<file path="src/rtl/ew_fifo_pkg.sv">
// Shared async-FIFO helpers: pointer width rule and Gray/binary conversion.
// Used by both the write-side and read-side pointer blocks.
package ew_fifo_pkg;

    localparam int unsigned GVEC_W = 32;
    typedef logic [GVEC_W-1:0] gvec_t;

    // Pointers carry one extra bit so full and empty can be told apart.
    function automatic int unsigned ptr_width(input int unsigned addr_width);
        return addr_width + 1;
    endfunction

    // Width-independent: callers zero-extend into gvec_t and truncate the result.
    function automatic gvec_t bin2gray(input gvec_t b);
        return b ^ (b >> 1);
    endfunction

    function automatic gvec_t gray2bin(input gvec_t g);
        gvec_t b;
        b = g;
        for (int i = 1; i < GVEC_W; i++) begin
            b = b ^ (g >> i);
        end
        return b;
    endfunction

endpackage

</file>
<file path="src/rtl/ew_gray_cnt.sv">
// Binary counter with a registered Gray copy; the Gray flop is the only
// value allowed to cross clock domains, so it is never driven by logic.
module ew_gray_cnt
    import ew_fifo_pkg::*;
#(
    parameter int unsigned W = 5
) (
    input  logic         clk,
    input  logic         rst,
    input  logic         init_n,
    input  logic         en_i,
    output logic [W-1:0] bin_nxt_o,
    output logic [W-1:0] bin_o,
    output logic [W-1:0] gray_o
);

    logic [W-1:0] bin_q;
    logic [W-1:0] gray_q;
    logic [W-1:0] gray_d;

    assign bin_nxt_o = en_i ? bin_q + W'(1) : bin_q;
    assign gray_d    = W'(bin2gray(gvec_t'(bin_nxt_o)));

    always_ff @(posedge clk or posedge rst) begin
        if (rst) begin
            bin_q  <= '0;
            gray_q <= '0;
        end else if (!init_n) begin
            bin_q  <= '0;
            gray_q <= '0;
        end else begin
            bin_q  <= bin_nxt_o;
            gray_q <= gray_d;
        end
    end

    assign bin_o  = bin_q;
    assign gray_o = gray_q;

endmodule

</file>
<file path="src/rtl/ew_wptr_full.sv">
// Write-side pointer and flag generator of the async FIFO. Flags are computed
// against the synchronized (late) read pointer, so they err toward "fuller".
module ew_wptr_full
    import ew_fifo_pkg::*;
#(
    parameter int unsigned ADDR_WIDTH = 4,
    parameter int unsigned AFULL_LVL  = 2
) (
    input  logic                  clk,
    input  logic                  rst,
    input  logic                  init_n,
    input  logic                  push_i,
    input  logic [ADDR_WIDTH:0]   rptr_gray_i,
    output logic                  wen_o,
    output logic [ADDR_WIDTH-1:0] waddr_o,
    output logic [ADDR_WIDTH:0]   wptr_gray_o,
    output logic                  full_o,
    output logic                  afull_o,
    output logic [ADDR_WIDTH:0]   wcount_o,
    output logic                  overflow_o
);

    localparam int unsigned PW    = ptr_width(ADDR_WIDTH);
    localparam int unsigned DEPTH = 1 << ADDR_WIDTH;
    localparam logic [PW-1:0] AFULL_TH  = PW'(DEPTH - AFULL_LVL);
    // Full when the write pointer is the read pointer with its top two Gray bits inverted.
    localparam logic [PW-1:0] FULL_MASK = PW'(3) << (PW - 2);

    logic          accept;
    logic [PW-1:0] wbin_nxt, wbin, wgray;
    logic [PW-1:0] wgray_nxt, rbin, diff;
    logic          full_d, afull_d, ovf_d;
    logic [PW-1:0] wcount_d;
    logic          full_q, afull_q, ovf_q;
    logic [PW-1:0] wcount_q;
    logic          unused_wbin_msb;

    assign accept = push_i & ~full_q & init_n;
    assign wen_o  = accept;

    ew_gray_cnt #(.W(PW)) u_wcnt (
        .clk      (clk),
        .rst      (rst),
        .init_n   (init_n),
        .en_i     (accept),
        .bin_nxt_o(wbin_nxt),
        .bin_o    (wbin),
        .gray_o   (wgray)
    );

    always_comb begin
        wgray_nxt = PW'(bin2gray(gvec_t'(wbin_nxt)));
        rbin      = PW'(gray2bin(gvec_t'(rptr_gray_i)));
        diff      = wbin_nxt - rbin;
        full_d    = (wgray_nxt == (rptr_gray_i ^ FULL_MASK));
        afull_d   = (diff >= AFULL_TH);
        wcount_d  = diff;
        ovf_d     = push_i & full_q;
    end

    always_ff @(posedge clk or posedge rst) begin
        if (rst) begin
            full_q   <= 1'b0;
            afull_q  <= 1'b0;
            wcount_q <= '0;
            ovf_q    <= 1'b0;
        end else if (!init_n) begin
            full_q   <= 1'b0;
            afull_q  <= 1'b0;
            wcount_q <= '0;
            ovf_q    <= 1'b0;
        end else begin
            full_q   <= full_d;
            afull_q  <= afull_d;
            wcount_q <= wcount_d;
            ovf_q    <= ovf_d;
        end
    end

    assign waddr_o         = wbin[ADDR_WIDTH-1:0];
    assign unused_wbin_msb = wbin[PW-1];
    assign wptr_gray_o     = wgray;
    assign full_o          = full_q;
    assign afull_o         = afull_q;
    assign wcount_o        = wcount_q;
    assign overflow_o      = ovf_q;

endmodule

</file>
<file path="config.mk">
export PLATFORM = sky130hd
export DESIGN_NAME = ew_wptr_full
export DESIGN_NICKNAME = d
export VERILOG_FILES = /design/src/rtl/ew_fifo_pkg.sv /design/src/rtl/ew_gray_cnt.sv /design/src/rtl/ew_wptr_full.sv
export SDC_FILE = /design/constraint.sdc
export NUM_CORES = 1
export LEC_CHECK = 0
export BUFFER_PORTS_ARGS = -buffer_cell sky130_fd_sc_hd__buf_2
export CAP_MARGIN = 5
export CORE_ASPECT_RATIO = 1.2
export CORE_MARGIN = 2
export CORE_UTILIZATION = 50
export CTS_CLUSTER_SIZE = 14
export DETAILED_ROUTE_END_ITERATION = 10
export PLACE_DENSITY = 0.76
export SLEW_MARGIN = 0
export SYNTH_ARGS = -nofsm -noshare
export SYNTH_HDL_FRONTEND = slang
export SYNTH_SLANG_ARGS = --single-unit
</file>
<file path="constraint.sdc">
create_clock -name clk -period 3.8 [get_ports clk]
set_input_delay 0 -clock clk [delete_from_list [all_inputs] [get_ports clk]]
set_output_delay 0 -clock clk [all_outputs]
set_load 0.005 [all_outputs]
</file>
### Yosys cells after proc, flatten, opt, wreduce, memory -nomap -nowiden

Index checks and enable logic that the tools add are counted.

| operators by class | value |
|---|---|
| shift operators | 0 |
| reduce and logical (&&, ||, !) cells | 0 |
| bitwise gates (word level) | 10 |
| $mul | 0 |
| multiplexer cells | 7 |
| eq/ne operators | 1 |
| add/sub/neg operators | 2 |
| order comparisons | 1 |
| divide/modulo/power cells | 0 |

Operators by type and width:

| cell | number |
|---|---|
| $mux 5 | 4 |
| $xor 5x4->5 | 2 |
| $add 5x1->5 const B | 1 |
| $eq 5x5->1 | 1 |
| $ge 5x4->1 const B | 1 |
| $sub 5x5->5 | 1 |
| $xor 5x1->5 | 1 |
| $xor 5x2->5 | 1 |
| $xor 5x3->5 | 1 |
| $and 1x1->1 | 3 |
| $mux 1 | 3 |
| $not 2->2 | 1 |
| $not 1->1 | 1 |

| storage, ports and cells | value |
|---|---|
| output and inout port bits | 18 |
| word-level logic and storage cells | 27 |
| flip-flop bits (word level) | 18 |
| memories | 0 |
| input port bits | 9 |
| latch bits | 0 |
| bits in read-only memories | 0 |
| bits in writable memories | 0 |

### Depth between registers and ports, before layout

Gate-level depths: netlist of the first run.

| logic depth | value |
|---|---|
| depth after elaboration | 7 |
| mapped depth | 12 |

### Modules after synthesis

From an unflattened synthesis of the first run, not the netlist that was laid out.

| unflattened totals | value |
|---|---|
| cell total of the unflattened synthesis | 89 |
| area, all modules | 991.0 um2 |

Modules (own cells, without submodules):

| module | cells an instance | instances | area an instance (um2) |
|---|---|---|---|
| ew_wptr_full | 52 | 1 | 559.3 |
| ew_gray_cnt | 37 | 1 | 431.7 |

### Worst setup path after synthesis of the first run

OpenSTA, ideal clock, no wires.

| path | value |
|---|---|
| kind | register to register |
| from | register full_q, in the netlist full_o |
| to | register afull_q, in the netlist afull_o |
| slack | 1.469 ns |
| period minus slack after synthesis | 2.331 ns |
| buffers on the path | 1 |
| arrival | 2.209 ns |
| required time | 3.678 ns |
| cell stages (with the launch flop) | 11 |
| cell sequence | dfrtp_1 > and3b_1 > buf_2 > mux2i_1 > inv_1 > ha_1 > nor2b_1 > o21ai_0 > nor3b_1 > nor3_1 > a32o_1 |

| on the way | value |
|---|---|
| cells in the longest elaborated chain, start to end | 7 |

Ends and longest elaborated chain:

| item | RTL line | source |
|---|---|---|
| start, declared | ew_wptr_full.sv:34 | `logic full_q, afull_q, ovf_q;` |
| start signal, assigned | ew_wptr_full.sv:73 | `full_q <= full_d;` |
| $not 1->1 | ew_wptr_full.sv:38 | `assign accept = push_i & ~full_q & init_n;` |
| $and 1x1->1 (2 in series) | ew_wptr_full.sv:38 |  |
| via wen_o | ew_wptr_full.sv:14 | `output logic wen_o,` |
| $mux 5 | ew_gray_cnt.sv:21 | `assign bin_nxt_o = en_i ? bin_q + W'(1) : bin_q;` |
| $sub 5x5->5 | ew_wptr_full.sv:54 | `diff = wbin_nxt - rbin;` |
| $ge 5x4->1 | ew_wptr_full.sv:56 | `afull_d = (diff >= AFULL_TH);` |
| $mux 1 | ew_wptr_full.sv:67 | `end else if (!init_n) begin` |
| end signal, assigned | ew_wptr_full.sv:74 | `afull_q <= afull_d;` |
| end, declared | ew_wptr_full.sv:34 |  |

The timed path passes the listed nets, and every way through them passes these cells.

### Worst setup path in the final report of the first run

| path | value |
|---|---|
| from | register u_wcnt.bin_q[0], in the netlist u_wcnt.bin_o[0] |
| to | register afull_q, in the netlist afull_o |

| on the way | value |
|---|---|
| cells in the longest elaborated chain, start to end | 5 |

Ends and longest elaborated chain:

| item | RTL line | source |
|---|---|---|
| start, declared | ew_gray_cnt.sv:17 | `logic [W-1:0] bin_q;` |
| start signal, assigned | ew_gray_cnt.sv:32 | `bin_q <= bin_nxt_o;` |
| $add 5x1->5 | ew_gray_cnt.sv:21 |  |
| $mux 5 * | ew_gray_cnt.sv:21 |  |
| $sub 5x5->5 * | ew_wptr_full.sv:54 |  |
| $ge 5x4->1 * | ew_wptr_full.sv:56 |  |
| $mux 1 * | ew_wptr_full.sv:67 |  |

Mark *: on every way between the ends. The rest lies on a longest branch, timed or not.

==> run summary, run 1 <==
Synth Cell Area: 1040 um^2
Crit Reg-Reg Startpoint: u_wcnt.bin_o[0]$_DFF_PP0_
Setup ws final: 1140 ps
Yosys warning total: 0
Complex-gate fraction of the synthesized area: 9.89%
Filler instances: 176
Final setup viols: 0
CTS sink count: 17
Sum of negative setup slack: 0 ps
Commonest non-fill, non-tap cell in the layout: buf_2
Seq cells post-synth: 17
Pin count of the biggest net entering global routing: 18
Final hold vios: 0
Area occupied by multi-input gates: 576 um^2
ANT cells: 0
Unrepaired setup endpoints after global routing: false
ANT nets after route: 0
DR DRC count: 0
Pre-CTS setup slack: 1230 ps
Slew HR: 57.5%
Clock root cell: clkbuf_4
Inserted Clock Buffers: 3
Hold crit path type: in -> reg
Clk buf depth: 2
Rows: 18
Clk slew on worst S/H paths: 100 ps
Final Slew Violations: 0
Slew @ Worst Pin: 637 ps
Area share of fa/ha/maj cells after synthesis: 7.96%
Post-synthesis cell type count: 31
First-pass GRT wire length: 3250 um
Post-DR wirelength/cell: 13.3 um
Status: complete, no violations
Clk_lat worst skew: 290 ps
Synth-to-Final Area Change: 19.4%
Core area: 2000 um^2
Die height: 53.9 um
TritonRoute pass-1 iters: 4
CP Class: reg -> reg
Mean Syn Cell Area: 10.9 um^2
Area of the die: 2460 um^2
Routed metal-1 wire length: 848 um
Gate Count Post-Synth: 95
Crit. Startpoint: u_wcnt.bin_o[0]$_DFF_PP0_
Via Count: 786
Overflow after GRT: 0
Post-Route WL: 1940 um
Post-CTS Setup Repair Bufs: 0
Total number of H-tree levels: 1
Vias in the first global route: 743
Die X: 45.6 um
Global Route Usage Sum: 18.9%
Worst vdd ir: 0.208 mV
DRT iter0 DRCs: 13
Hold Path Origin: init_n
Crit path required time: 3990 ps
Ratio of cells with drive above 1 in the final layout: 27.0%
Max Cap Viol: 0
Uppermost routed layer: met4
Routability cong.: 0.820
Skew final: 5.21 ps
Register area: 425 um^2
Element type at the critical path start: flip-flop
Crit. End Element: flip-flop
Post-Syn Nets: 110
Critical path fanouts, max: 6
Min Tclk post-route: 2660 ps
Port bufs: 26
Final #Nets: 142
Pwr dens: 338 nW/um^2
Initial Util: 51.7%
DP Wirelength: 1500 um
Antenna violations before repair: 0
Routed vias/inst: 5.38
Main combinational cell family by area after synthesis: XOR/XNOR gates
Fin util: 61.8%
Met3 wire length: 86 um
Leakage: 0.667 nW
CP Data Arrival Time: 2850 ps
Tcrit/Tclk final: 70.0%
Synth Area in Simple Gates: 14.6%
XOR/XNOR Fraction of Synth Area: 20.0%
# IOs: 27
Max Clk Rate: 376 MHz
CTS tree: built
Commonest non-fill, non-tap cells in the layout: buf_2 (26), dfrtp_1 (17), nor2_1 (11)
Post-synthesis mux area share: 3.02%
Sequential-to-total area share from yosys stat: 41.0%
Met2 wire length: 964 um
-- synthesized netlist by cell type --
master,n,area (um^2)
clkinv_1,1,3.75
o21a_1,1,7.51
xor2_1,8,70.1
nor3_1,1,5.00
ha_1,5,62.6
inv_1,6,22.5
a21boi_0,1,7.51
mux2i_1,2,20.0
nor2_1,11,41.3
and3_1,2,12.5
a21bo_2,1,10.0
nor3b_1,1,7.51
and2_1,3,18.8
a21oi_1,2,10.0
xnor2_4,1,27.5
dfrtp_1,17,425
mux2_2,1,11.3
and3_4,1,11.3
fa_1,1,20.0
nand2b_1,1,6.26
nand2_1,4,15.0
a32o_1,2,20.0
o21ai_0,4,20.0
nor2b_1,1,6.26
xnor2_1,10,87.6
a2111oi_4,1,27.5
xnor3_1,1,22.5
buf_2,2,10.0
and4b_1,1,10.0
and3b_1,1,8.76
nand4b_1,1,8.76
-- final cells by class --
type | count | area share [%]
Sequential cell | 17 | 34.3
Timing Repair Buffer | 29 | 12.9
Multi-Input combinational cell | 69 | 46.5
Tap cell | 20 | 2.02
Clock buffer | 4 | 2.12
Inverter | 7 | 2.12
-- power by group --
part | total [mW] | switching [mW] | internal, mW
Sequential | 0.202 | 0.00529 | 0.196
Combinational | 0.117 | 0.0614 | 0.0560
Clock | 0.0997 | 0.0588 | 0.0409
Total | 0.419 | 0.126 | 0.293
-- path summary, 6_finish.rpt --
path | to | slack (ps) | cells past startpoint
max in group asynchronous | u_wcnt.bin_o[4]$_DFF_PP0_ | 3060 | 3
worst min register to register | overflow_o$_DFF_PP0_ | 610 | 1
worst max register to register | afull_o$_DFF_PP0_ | 1140 | 9
worst min-delay path | u_wcnt.gray_o[1]$_DFF_PP0_ | 10 | 2
min in group asynchronous | u_wcnt.gray_o[0]$_DFF_PP0_ | 320 | 3
worst max-delay path | afull_o$_DFF_PP0_ | 1140 | 9
-- registers in the layout, indices dropped and copies added (netlist names) --
register	cells
u_wcnt.bin_o	5
wcount_o	5
u_wcnt.gray_o	4
afull_o	1
full_o	1
overflow_o	1
-- cell families (layout without fill, tap and decap cells) --
group / count (synthesis) / count (layout)
AOI/OAI and AO/OA: 12 / 12
adders and majority gates: 6 / 6
muxes: 3 / 3
xor gates and xnor gates: 20 / 20
buffers and inverters: 9 / 40
and+or+nand+nor: 28 / 28
DFF: 17 / 17
-- critical path: stages, from the launching register on --
cell     delay (ps)
dfrtp_1         480
ha_1            370
mux2i_1         290
inv_1           170
ha_1            320
nor2b_1         140
o21ai_0         210
nor3b_1         240
nor3_1           90
a32o_1          260
-- stage by stage --
step                      instance area, um^2  cells  power (mW)  hold slack [ps]
after floorplan                          1040     95       0.284            -73.9
after global placement                   1180    139       0.318              111
after detailed placement                 1180    139       0.320              113
after CTS                                1240    146       0.421             14.0
after global routing                     1240    146       0.445             19.5
final                                    1240    146       0.419             14.8
-- timing repair --
action,CTS,global route
hold buffers,3,0
hold endpoints to repair,19,0
gates resized for setup,0,0
-- metal layers --
metal	vias up	global-route usage [%]
met4	0	10.3
met1	370	23.5
met2	33	31.0
met3	5	3.02
met5	-	0
li1	378	-
(Power assumes the default switching activity.)
==> run 2: changes to the inputs <==
- ABC_AREA: not set -> 1
- PLACE_DENSITY: 0.76 -> 0.75
- clock period: 3.8 -> 2.6 ns (I/O delays scaled with it)
==> run 2 against run 1 <==
Against the previous run: sequential share of layout area shrank 2.3 points; final area up 7.3%; routed wire length is 23% higher; largest cell class unchanged; power grew 69%; fmax up 18%; utilization up 1.6 points.
==> run summary, run 2 <==
Status: complete, no violations
First-pass GRT wire length: 3880 um
Post-synthesis cell type count: 23
Post-Place Cells: 201
DR DRC count: 0
Slew HR: 57.0%
ANT cells: 0
Gate Count Post-Synth: 147
Hold crit path type: in -> reg
Element type at the critical path start: flip-flop
Grt peak-use layer: met2
GR Util met2: 35.0%
Pwr dens: 532 nW/um^2
Dominant cells by area after synthesis: dfrtp_1 (38%), nand2_1 (17%), inv_1 (7.1%)
Seq cells post-synth: 17
Crit. Startpoint: u_wcnt.bin_o[0]$_DFF_PP0_
Crit path top cell by count: nand2_1
Post-synth EDFFs: 0
Count leader, synth: nand2_1
Post-Route WL: 2380 um
Yosys warning total: 0
DRT iter0 DRCs: 34
Crit. End Element: flip-flop
Max Clk Rate: 444 MHz
Post-Syn Nets: 162
Area of the die: 2620 um^2
Inserted Clock Buffers: 3
Die X: 47.1 um
# IOs: 27
Final Slew Violations: 0
Routability cong.: 0.828
Global Route Usage Sum: 20.4%
Crit path required time: 2850 ps
Top cell type's share of synthesized area: 38.2%
PostCTS Resize Cnt: 0
Clk_lat worst skew: 300 ps
Crit Reg-Reg Startpoint: u_wcnt.bin_o[0]$_DFF_PP0_
GR Util met1: 23.9%
Rows: 18
Core area: 2090 um^2
Sum of negative setup slack: 0 ps
Final cell count without fillers: 208
Critical path fanouts, max: 6
Worst setup endpoint: afull_o$_DFF_PP0_
Tcrit/Tclk final: 86.7%
Filler instances: 192
Initial Util: 53.2%
TritonRoute pass-1 iters: 4
GR Layer Usage met3: 0.974%
CP Class: reg -> reg
Slew @ Worst Pin: 644 ps
Ratio of cells with drive above 1 in the final layout: 23.6%
DP Wirelength: 1850 um
Levels on crit path: 15
Sequential-to-total area share from yosys stat: 38.2%
Mean Syn Cell Area: 7.58 um^2
Commonest non-fill, non-tap cell in the layout: nand2_1
Final setup viols: 0
ANT nets after route: 0
Pre-CTS setup slack: 329 ps
Cell accounting for the most synthesized area: dfrtp_1
Commonest non-fill, non-tap cells in the layout: nand2_1 (50), buf_2 (26), inv_1 (21)
Reg-to-Reg End: afull_o$_DFF_PP0_
Post-DR wirelength/cell: 11.5 um
Critical path cell sequence: ha_1, inv_1, nand2_1, nand2_1, nand2_1, nand2_2, inv_2, ha_1, nand2_1, nand2_1, a31oi_1, xor2_1, and2_1, nand2_1, nand2_1
Port bufs: 26
Total number of H-tree levels: 1
CTS tree: built
Via Count: 1009
CP max stage delay: 450 ps
Clk buf depth: 2
CTS sink count: 17
Final #Nets: 194
Worst vdd ir: 0.417 mV
Path depth of the worst reg2reg path: 15
Buf/Inv on CP: 2
CP max stage cell: dfrtp_1
Delay-heaviest family, CP: simple AND/OR/NAND/NOR gates
Pin count of the biggest net entering global routing: 18
Async SR Flop Fraction: 100%
Skew final: 5.46 ps
Overflow after GRT: 0
Leakage: 0.790 nW
Antenna violations before repair: 0
Max Cap Viol: 0
Unrepaired setup endpoints after global routing: false
Clk slew on worst S/H paths: 110 ps
Setup slack, reg-to-reg: 350 ps
Die height: 55.7 um
Prevailing post-synth register cell: dfrtp_1
Setup ws final: 346 ps
Synth Cell Area: 1110 um^2
CP Data Arrival Time: 2510 ps
Final hold vios: 0
Synth-to-Final Area Change: 19.2%
Min Tclk post-route: 2250 ps
Post-synth top cells: nand2_1 (50), inv_1 (21), dfrtp_1 (17), nand3_1 (11), nor2_1 (11)
Vias in the first global route: 970
Clock root cell: clkbuf_4
Routed vias/inst: 4.85
## run 2: cell types whose count changed after synthesis, sizes merged, moves of 4 or more
cell,previous run,this run
o21ai,4,0
nand2,4,54
nand3b,0,4
inv,6,24
xor2,8,4
nand3,0,12
xnor2,11,2
## run 2: per-layer routing
layer  wire (um)  share of wire, %
met2        1240                52
met4          57               2.4
met3          83               3.5
met1         997                42
met5           0                 0
## run 2: cells by family (layout without fill, tap and decap cells)
kind of cell             count (synthesis)  count (layout)  share of synthesized area (%)
AND/OR/NAND/NOR                         86              86                           35.8
buffers and inverters                   26              57                           9.09
flip-flops                              17              17                           38.2
adder cells (fa/ha/maj)                  6               6                           7.41
AO/OA/AOI/OAI                            6               6                           2.81
XOR/XNOR                                 6               6                           6.73
## run 2: report_power, final
part / switching, mW / internal, mW / total, mW
clock network: 0.0910 / 0.0575 / 0.149
registers: 0.0131 / 0.296 / 0.310
logic: 0.145 / 0.105 / 0.249
total: 0.249 / 0.459 / 0.708
## run 2: cell type report
class                   instances  area [um^2]  area share, %
well taps                      30         37.5           2.82
clock buffers                   3         22.5           1.69
clock inverters                 1         5.00          0.377
flip-flops and latches         17          425           32.0
multi-input cells             104          588           44.3
inverters                      24         90.1           6.78
repair buffers                 29          160           12.1
## run 2: how the worst min path moves through the flow
stage	startpoint	to	slack, ps	depth (start not counted)
6_report	rptr_gray_i[3]	full_o$_DFF_PP0_	20	4
5_1_grt	rptr_gray_i[3]	full_o$_DFF_PP0_	50	4
4_1_cts	rptr_gray_i[3]	full_o$_DFF_PP0_	20	4
3_5_place_dp	rst	u_wcnt.gray_o[0]$_DFF_PP0_	120	2
3_3_place_gp	rst	u_wcnt.gray_o[0]$_DFF_PP0_	90	2
2_1_floorplan	rst	afull_o$_DFF_PP0_	-70	1
## run 2: timing repair
item,CTS,global route
buffers inserted,0,0
hold endpoints to repair,19,0
hold buffers,3,0
## run 2: stage by stage
step                      area, um^2  hold slack (ps)  util (%)  power (mW)
final                           1330             24.5      63.4       0.708
after global routing            1330             51.6      63.4       0.758
after CTS                       1330             21.3      63.4       0.710
after detailed placement        1270              117      60.7       0.563
after global placement          1270             91.8      60.7       0.552
after floorplan                 1110            -73.9         -       0.485
## run 2: tightest hold or removal path: stages
cell	delay, ps
buf_2	120
nand2_1	60
nand3_1	80
nor2_1	50
